==> src/rtl/useq_pkg.sv <==
// Shared definitions for the micro-sequencer: next-address modes and microword field offsets.
// Microword layout, MSB first: MODE | SELA | SELB | T0 | T1 | T2 | T3 | CTRL.
package useq_pkg;

    localparam logic [1:0] MODE_BRANCH = 2'b00;
    localparam logic [1:0] MODE_CALL   = 2'b01;
    localparam logic [1:0] MODE_RET    = 2'b10;
    localparam logic [1:0] MODE_WAIT   = 2'b11;

    function automatic int sel_width(input int ncond);
        return $clog2(ncond);
    endfunction

    function automatic int uw_width(input int addr_w, input int ctrl_w, input int ncond);
        return 2 + 2 * sel_width(ncond) + 4 * addr_w + ctrl_w;
    endfunction

    // Target k (0..3) sits above CTRL, with T3 lowest and T0 highest.
    function automatic int tgt_lsb(input int addr_w, input int ctrl_w, input int k);
        return ctrl_w + (3 - k) * addr_w;
    endfunction

    function automatic int tgt_msb(input int addr_w, input int ctrl_w, input int k);
        return tgt_lsb(addr_w, ctrl_w, k) + addr_w - 1;
    endfunction

    function automatic int selb_lsb(input int addr_w, input int ctrl_w);
        return ctrl_w + 4 * addr_w;
    endfunction

    function automatic int sela_lsb(input int addr_w, input int ctrl_w, input int ncond);
        return selb_lsb(addr_w, ctrl_w) + sel_width(ncond);
    endfunction

    function automatic int mode_lsb(input int addr_w, input int ctrl_w, input int ncond);
        return sela_lsb(addr_w, ctrl_w, ncond) + sel_width(ncond);
    endfunction

    function automatic int mode_msb(input int addr_w, input int ctrl_w, input int ncond);
        return mode_lsb(addr_w, ctrl_w, ncond) + 1;
    endfunction

endpackage

==> src/rtl/useq_stack.sv <==
// Return-address LIFO for the micro-sequencer; push/pop are ignored when full/empty.
module useq_stack #(
    parameter int DEPTH = 2,
    parameter int W     = 4
) (
    input  logic         clk,
    input  logic         rst_n,
    input  logic         push,
    input  logic         pop,
    input  logic [W-1:0] din,
    output logic [W-1:0] top,
    output logic         full,
    output logic         empty
);

    localparam int PTR_W = $clog2(DEPTH + 1);

    logic [PTR_W-1:0] ptr_q, ptr_d;
    logic [W-1:0]     mem_q [DEPTH];
    logic [W-1:0]     mem_d [DEPTH];

    assign full  = (ptr_q == PTR_W'(DEPTH));
    assign empty = (ptr_q == '0);

    always_comb begin
        // NOTE: every output of a combinational block gets a default first, so no path infers a latch.
        ptr_d = ptr_q;
        mem_d = mem_q;
        top   = '0;
        if (push && !full) begin
            for (int i = 0; i < DEPTH; i++) begin
                if (ptr_q == PTR_W'(i)) mem_d[i] = din;
            end
            ptr_d = ptr_q + PTR_W'(1);
        end else if (pop && !empty) begin
            ptr_d = ptr_q - PTR_W'(1);
        end
        for (int i = 0; i < DEPTH; i++) begin
            if (ptr_q == PTR_W'(i + 1)) top = mem_q[i];
        end
    end

    always_ff @(posedge clk or negedge rst_n) begin
        // NOTE: state registers use non-blocking assignment so all flops update together at the edge.
        if (!rst_n) ptr_q <= '0;
        else        ptr_q <= ptr_d;
    end

    // NOTE: storage is not reset; the pointer alone defines which entries are valid.
    always_ff @(posedge clk) begin
        mem_q <= mem_d;
    end

endmodule

==> src/rtl/micro_sequencer.sv <==
// Microprogram sequencer: holds the micro-PC, decodes the next-address field of the ROM word
// (branch, call/return, wait) and gates the control field onto the datapath bus.
module micro_sequencer
    import useq_pkg::*;
#(
    parameter int ADDR_W      = 4,
    parameter int CTRL_W      = 22,
    parameter int NCOND       = 4,
    parameter int STACK_DEPTH = 2,
    parameter int RESET_ADDR  = 0
) (
    input  logic                                      clk,
    input  logic                                      rst_n,
    input  logic                                      stall,
    input  logic [NCOND-1:0]                          cond,
    output logic [ADDR_W-1:0]                         uaddr,
    input  logic [uw_width(ADDR_W, CTRL_W, NCOND)-1:0] uword,
    output logic [CTRL_W-1:0]                         bus_ctrl,
    output logic                                      stack_ovf,
    output logic                                      stack_unf
);

    localparam int SEL_W   = sel_width(NCOND);
    localparam int MODE_LO = mode_lsb(ADDR_W, CTRL_W, NCOND);
    localparam int SELA_LO = sela_lsb(ADDR_W, CTRL_W, NCOND);
    localparam int SELB_LO = selb_lsb(ADDR_W, CTRL_W);

    logic [1:0]        mode;
    logic [SEL_W-1:0]  sela, selb;
    logic [ADDR_W-1:0] tgt [4];
    logic [CTRL_W-1:0] ctrl;
    logic [1:0]        br_idx;

    assign mode   = uword[MODE_LO +: 2];
    assign sela   = uword[SELA_LO +: SEL_W];
    assign selb   = uword[SELB_LO +: SEL_W];
    assign tgt[0] = uword[tgt_lsb(ADDR_W, CTRL_W, 0) +: ADDR_W];
    assign tgt[1] = uword[tgt_lsb(ADDR_W, CTRL_W, 1) +: ADDR_W];
    assign tgt[2] = uword[tgt_lsb(ADDR_W, CTRL_W, 2) +: ADDR_W];
    assign tgt[3] = uword[tgt_lsb(ADDR_W, CTRL_W, 3) +: ADDR_W];
    assign ctrl   = uword[CTRL_W-1:0];
    assign br_idx = {cond[sela], cond[selb]};

    // The datapath must see no control activity while frozen or held in reset.
    assign bus_ctrl = (stall || !rst_n) ? '0 : ctrl;

    logic [ADDR_W-1:0] uaddr_q, uaddr_d;
    logic              ovf_q, ovf_d;
    logic              unf_q, unf_d;
    logic              stk_push, stk_pop, stk_full, stk_empty;
    logic [ADDR_W-1:0] stk_top;

    useq_stack #(
        .DEPTH (STACK_DEPTH),
        .W     (ADDR_W)
    ) u_stack (
        .clk   (clk),
        .rst_n (rst_n),
        .push  (stk_push),
        .pop   (stk_pop),
        .din   (tgt[1]),
        .top   (stk_top),
        .full  (stk_full),
        .empty (stk_empty)
    );

    always_comb begin
        uaddr_d  = uaddr_q;
        ovf_d    = ovf_q;
        unf_d    = unf_q;
        stk_push = 1'b0;
        stk_pop  = 1'b0;
        if (!stall) begin
            case (mode)
                MODE_BRANCH: uaddr_d = tgt[br_idx];
                MODE_CALL: begin
                    uaddr_d = tgt[0];
                    if (stk_full) ovf_d    = 1'b1;
                    else          stk_push = 1'b1;
                end
                MODE_RET: begin
                    if (stk_empty) begin
                        uaddr_d = tgt[0];
                        unf_d   = 1'b1;
                    end else begin
                        uaddr_d = stk_top;
                        stk_pop = 1'b1;
                    end
                end
                MODE_WAIT: uaddr_d = cond[sela] ? uaddr_q : tgt[0];
            endcase
        end
    end

    always_ff @(posedge clk or negedge rst_n) begin
        if (!rst_n) begin
            uaddr_q <= ADDR_W'(RESET_ADDR);
            ovf_q   <= 1'b0;
            unf_q   <= 1'b0;
        end else begin
            uaddr_q <= uaddr_d;
            ovf_q   <= ovf_d;
            unf_q   <= unf_d;
        end
    end

    assign uaddr     = uaddr_q;
    assign stack_ovf = ovf_q;
    assign stack_unf = unf_q;

endmodule
==> config.mk <==
export PLATFORM = sky130hd
export DESIGN_NAME = micro_sequencer
export DESIGN_NICKNAME = d
export VERILOG_FILES = /design/src/rtl/useq_pkg.sv /design/src/rtl/useq_stack.sv /design/src/rtl/micro_sequencer.sv
export SDC_FILE = /design/constraint.sdc
export NUM_CORES = 1
export LEC_CHECK = 0
export ABC_CLOCK_PERIOD_IN_PS = 4110
export CORE_MARGIN = 4
export CORE_UTILIZATION = 38
export DETAILED_ROUTE_END_ITERATION = 8
export PLACE_DENSITY = 0.95
export SYNTH_ARGS = -nofsm -noshare
export SYNTH_HDL_FRONTEND = slang
export SYNTH_SLANG_ARGS = --single-unit
export TNS_END_PERCENT = 100
==> constraint.sdc <==
create_clock -name clk -period 4.11 [get_ports clk]
set_input_delay 0.6165 -clock clk [delete_from_list [all_inputs] [get_ports clk]]
set_output_delay 0.6165 -clock clk [all_outputs]
set_load 0.03 [all_outputs]
==> impl_metrics.tcl <==
set metrics [dict create \
    critical_path.startpoint_type "input pin" \
    slowest_stage "sky130_fd_sc_hd__clkdlybuf4s50_1" \
    post-route-period-util_pct 78.0 \
    placed_area_mm2 0.00193 \
    antennaDiodeCount 0 \
    htree_levels 1 \
    post_synth_instance_area_mm2 0.00113 \
    timing.clock.skew_ns 0.0105 \
    first_drt_pass_iteration_count 6 \
    grt_start_max_net_pins 23 \
    power_frac_clock_pct 13.3 \
    yosysSeqAreaShare_pct 38.8 \
    vias 1216 \
    proportion_of_layout_cells_with_a_drive_suffix_above_1_pct 7.45 \
    power.switching_fraction_pct 38.2 \
    grt_use_met2_pct 34.9 \
    port-buffer-count 78 \
    max-vdd-ir-drop_v 0.000228 \
    syn_area_per_cell_um2 10.2 \
    grt_pass1_vias 1189 \
    finalHoldViolations 0 \
    bufs_and_invs_on_worst_path 3 \
    layout_net_count 244 \
    synth.top_cells.by_count "25 x sky130_fd_sc_hd__and2_1, 9 x sky130_fd_sc_hd__nor2_1, 8 x sky130_fd_sc_hd__dfrtp_1, 8 x sky130_fd_sc_hd__edfxtp_1, 8 x sky130_fd_sc_hd__nand2_1" \
    drt-initial-drc-count 74 \
    tns_ns 0 \
    post-cts-setup-buffers 0 \
    outcome "finished, final reports clean" \
    chain_of_cells_forming_the_critical_path "clkdlybuf4s50_1, nor2b_1, buf_4, and2_1, clkdlybuf4s50_1" \
    core.rowCount 19 \
    grt_use_total_pct 19.5 \
    crit_top_cell "sky130_fd_sc_hd__clkdlybuf4s50_1" \
    p_sw_w 0.000252 \
    final_routed_wirelength_mm 3.85 \
    finalCriticalPeriod_ns 3.21 \
    timing.fmax_ghz 0.312 \
    grt_first_pass_wirelength_mm 6.02 \
    cts_tree "built" \
    grt_util_met1_pct 21.0 \
    grt_antenna_before_repair 0 \
    critical_path.max_stage_delay_ns 0.72 \
    dieHeight_um 62.7 \
    fin_hold_ws_ns 0.476 \
    cts_made_buffers 3 \
    fp.dieArea_mm2 0.00393 \
    areaGrowthSynthToFinish_pct 72.5 \
    post_route_antenna_net_violation_count 0 \
    crit_path_end_kind "primary output" \
    pin_count 79 \
    max_clock_buf_depth 2 \
    yosys_most_used_dff "sky130_fd_sc_hd__edfxtp_1" \
    timing.hold.worst.class "reg2reg" \
    seqPwrFrac_pct 33.4 \
    synth.lib_cells_used.distinct 32 \
    p_leak_nw 0.751 \
    postCtsHoldBufs 0 \
    worst_path_maximum_fanout 22 \
    critical_path_arrival_ns 2.59 \
    gp_congestion 0.786 \
    wl_per_cell_um 17.6 \
    timing.final.max_slew_violations 0 \
    maxCapViolCount 0 \
    power.combinational.fraction_pct 53.3 \
    initial_utilization_pct 40.5 \
    remaining_drc_errors 0 \
    synth_largest_type_area_fraction_pct 21.2 \
    critical_path_required_ns 3.49 \
    place_inst 215 \
    vias_per_cell 5.55 \
    floorplan.die.width_um 62.7 \
    ys_async_sr_fraction_pct 50.0 \
    cts_resized 0 \
    final.fill_count 197 \
    global_route.overflow_total 0 \
    stdcell_count 219 \
    grt_busiest_layer "met2" \
    tightest_slew_ns 0.550 \
    use_met3_pct 6.47 \
    root_buffer "sky130_fd_sc_hd__clkbuf_4" \
    core_region_area_mm2 0.00281 \
    worst_slew_margin_rel_pct 63.2 \
    synth.ff_latch_count 16 \
    final-setup-viol-count 0 \
    skew_pair_late_insertion_delay_ns 0.30 \
    power_density_mw_per_mm2 337 \
    power.internal_w 0.000407 \
    postSynthCellCount 111 \
    synth_edf_count 8 \
    synth_warnings 0 \
    post-route-cell-area_mm2 0.00196 \
    post_synth_main_area_contributors "sky130_fd_sc_hd__edfxtp_1 21%, sky130_fd_sc_hd__dfrtp_1 18%, sky130_fd_sc_hd__and2_1 14%" \
    clock_sink_count 16 \
    yosys.cell_count.top_type "sky130_fd_sc_hd__and2_1" \
    post-dp-hpwl_mm 3.22 \
    post-synth-top-area-cell "sky130_fd_sc_hd__edfxtp_1" \
    cts.reportedPaths.clkPinSlew_ns 0.10 \
    syn-num-nets 166 \
    unrepaired_setup_endpoints_after_global_routing "false" \
    worstSetupPathType "in2out" \
    crit_family "buffers and inverters" \
]
cell type report:
type	count	area [µm²]	area share [%]
Inverter	3	11.3	0.575
Clock buffer	3	22.5	1.15
Timing Repair Buffer	79	788	40.3
Multi-Input combinational cell	86	653	33.4
Clock inverter	1	3.75	0.192
Sequential cell	16	440	22.5
Tap cell	31	38.8	1.98
cells by family after synthesis:
group                      Yosys count  synth area share, %
AOI/OAI and AO/OA                   18                 13.2
DFF                                 16                 38.8
buffers and inverters                9                 3.64
muxes                               11                 12.9
adders and majority gates            4                 4.41
xor gates and xnor gates             1                0.772
and+or+nand+nor                     52                 26.2
layout by cell type (no fill, tap or decap), types with 3 or more instances in the layout:
cell and instances:
sky130_fd_sc_hd__clkdlybuf4s50_1 78, sky130_fd_sc_hd__a222oi_1 3, sky130_fd_sc_hd__clkbuf_4 3, sky130_fd_sc_hd__edfxtp_1 8, sky130_fd_sc_hd__nor2_1 9, sky130_fd_sc_hd__mux2_2 5
sky130_fd_sc_hd__nand2_1 8, sky130_fd_sc_hd__and2_1 25, sky130_fd_sc_hd__mux2i_1 3, sky130_fd_sc_hd__a31oi_1 3, sky130_fd_sc_hd__nor4bb_1 3, sky130_fd_sc_hd__dfrtp_1 8
sky130_fd_sc_hd__ha_1 4, sky130_fd_sc_hd__inv_1 3
worst register-to-register path: cells and delay by family (launching register included):
kind / cells / cell delay (ns)
flops: 1 / 0.41
simple gates: 1 / 0.52
fa+ha+maj: 1 / 0.34
buf+inv: 1 / 0.09
compound gates: 3 / 0.56
flip-flops by register name, indices dropped and copies added (netlist names):
| name | cells |
|---|---|
| stack_ovf | 1 |
| u_stack.mem_q | 8 |
| uaddr | 4 |
| stack_unf | 1 |
| u_stack.ptr_q | 2 |
stage by stage:
stage               worst slack [ns]  total power, W  utilization (%)
floorplan                       2.01        0.000428                -
global placement               0.965        0.000553             68.9
detailed placement             0.887        0.000574             68.9
CTS                            0.877        0.000664             69.8
global route                   0.767        0.000697             69.8
finish                         0.904        0.000660             69.8
final timing paths:
check / start / depth (start not counted) / slack (ns) / end
setup / recovery: rst_n / 5 / 0.90 / bus_ctrl[13]
hold / removal: stack_unf / 1 / 0.48 / stack_unf
setup reg to reg: u_stack.ptr_q[0] / 6 / 2.13 / uaddr[2]
hold reg to reg: stack_unf / 1 / 0.48 / stack_unf
max in group asynchronous: rst_n / 1 / 3.20 / stack_ovf
min in group asynchronous: rst_n / 1 / 0.61 / uaddr[1]
power groups by stage:
stage          Combinational [W]  Sequential [W]   Clock, W
2_1_floorplan           0.000175        0.000253          0
3_3_place_gp            0.000332        0.000221          0
3_5_place_dp            0.000351        0.000223          0
4_1_cts                 0.000352        0.000221  0.0000912
5_1_grt                 0.000376        0.000223  0.0000977
6_report                0.000351        0.000220  0.0000879
routing by layer:
layer,vias to the layer above,wire [µm]
met3,15,389
met2,88,1940
met4,0,114
met1,553,1400
met5,-,0
li1,560,-
Power figures use the tool's default switching activity.
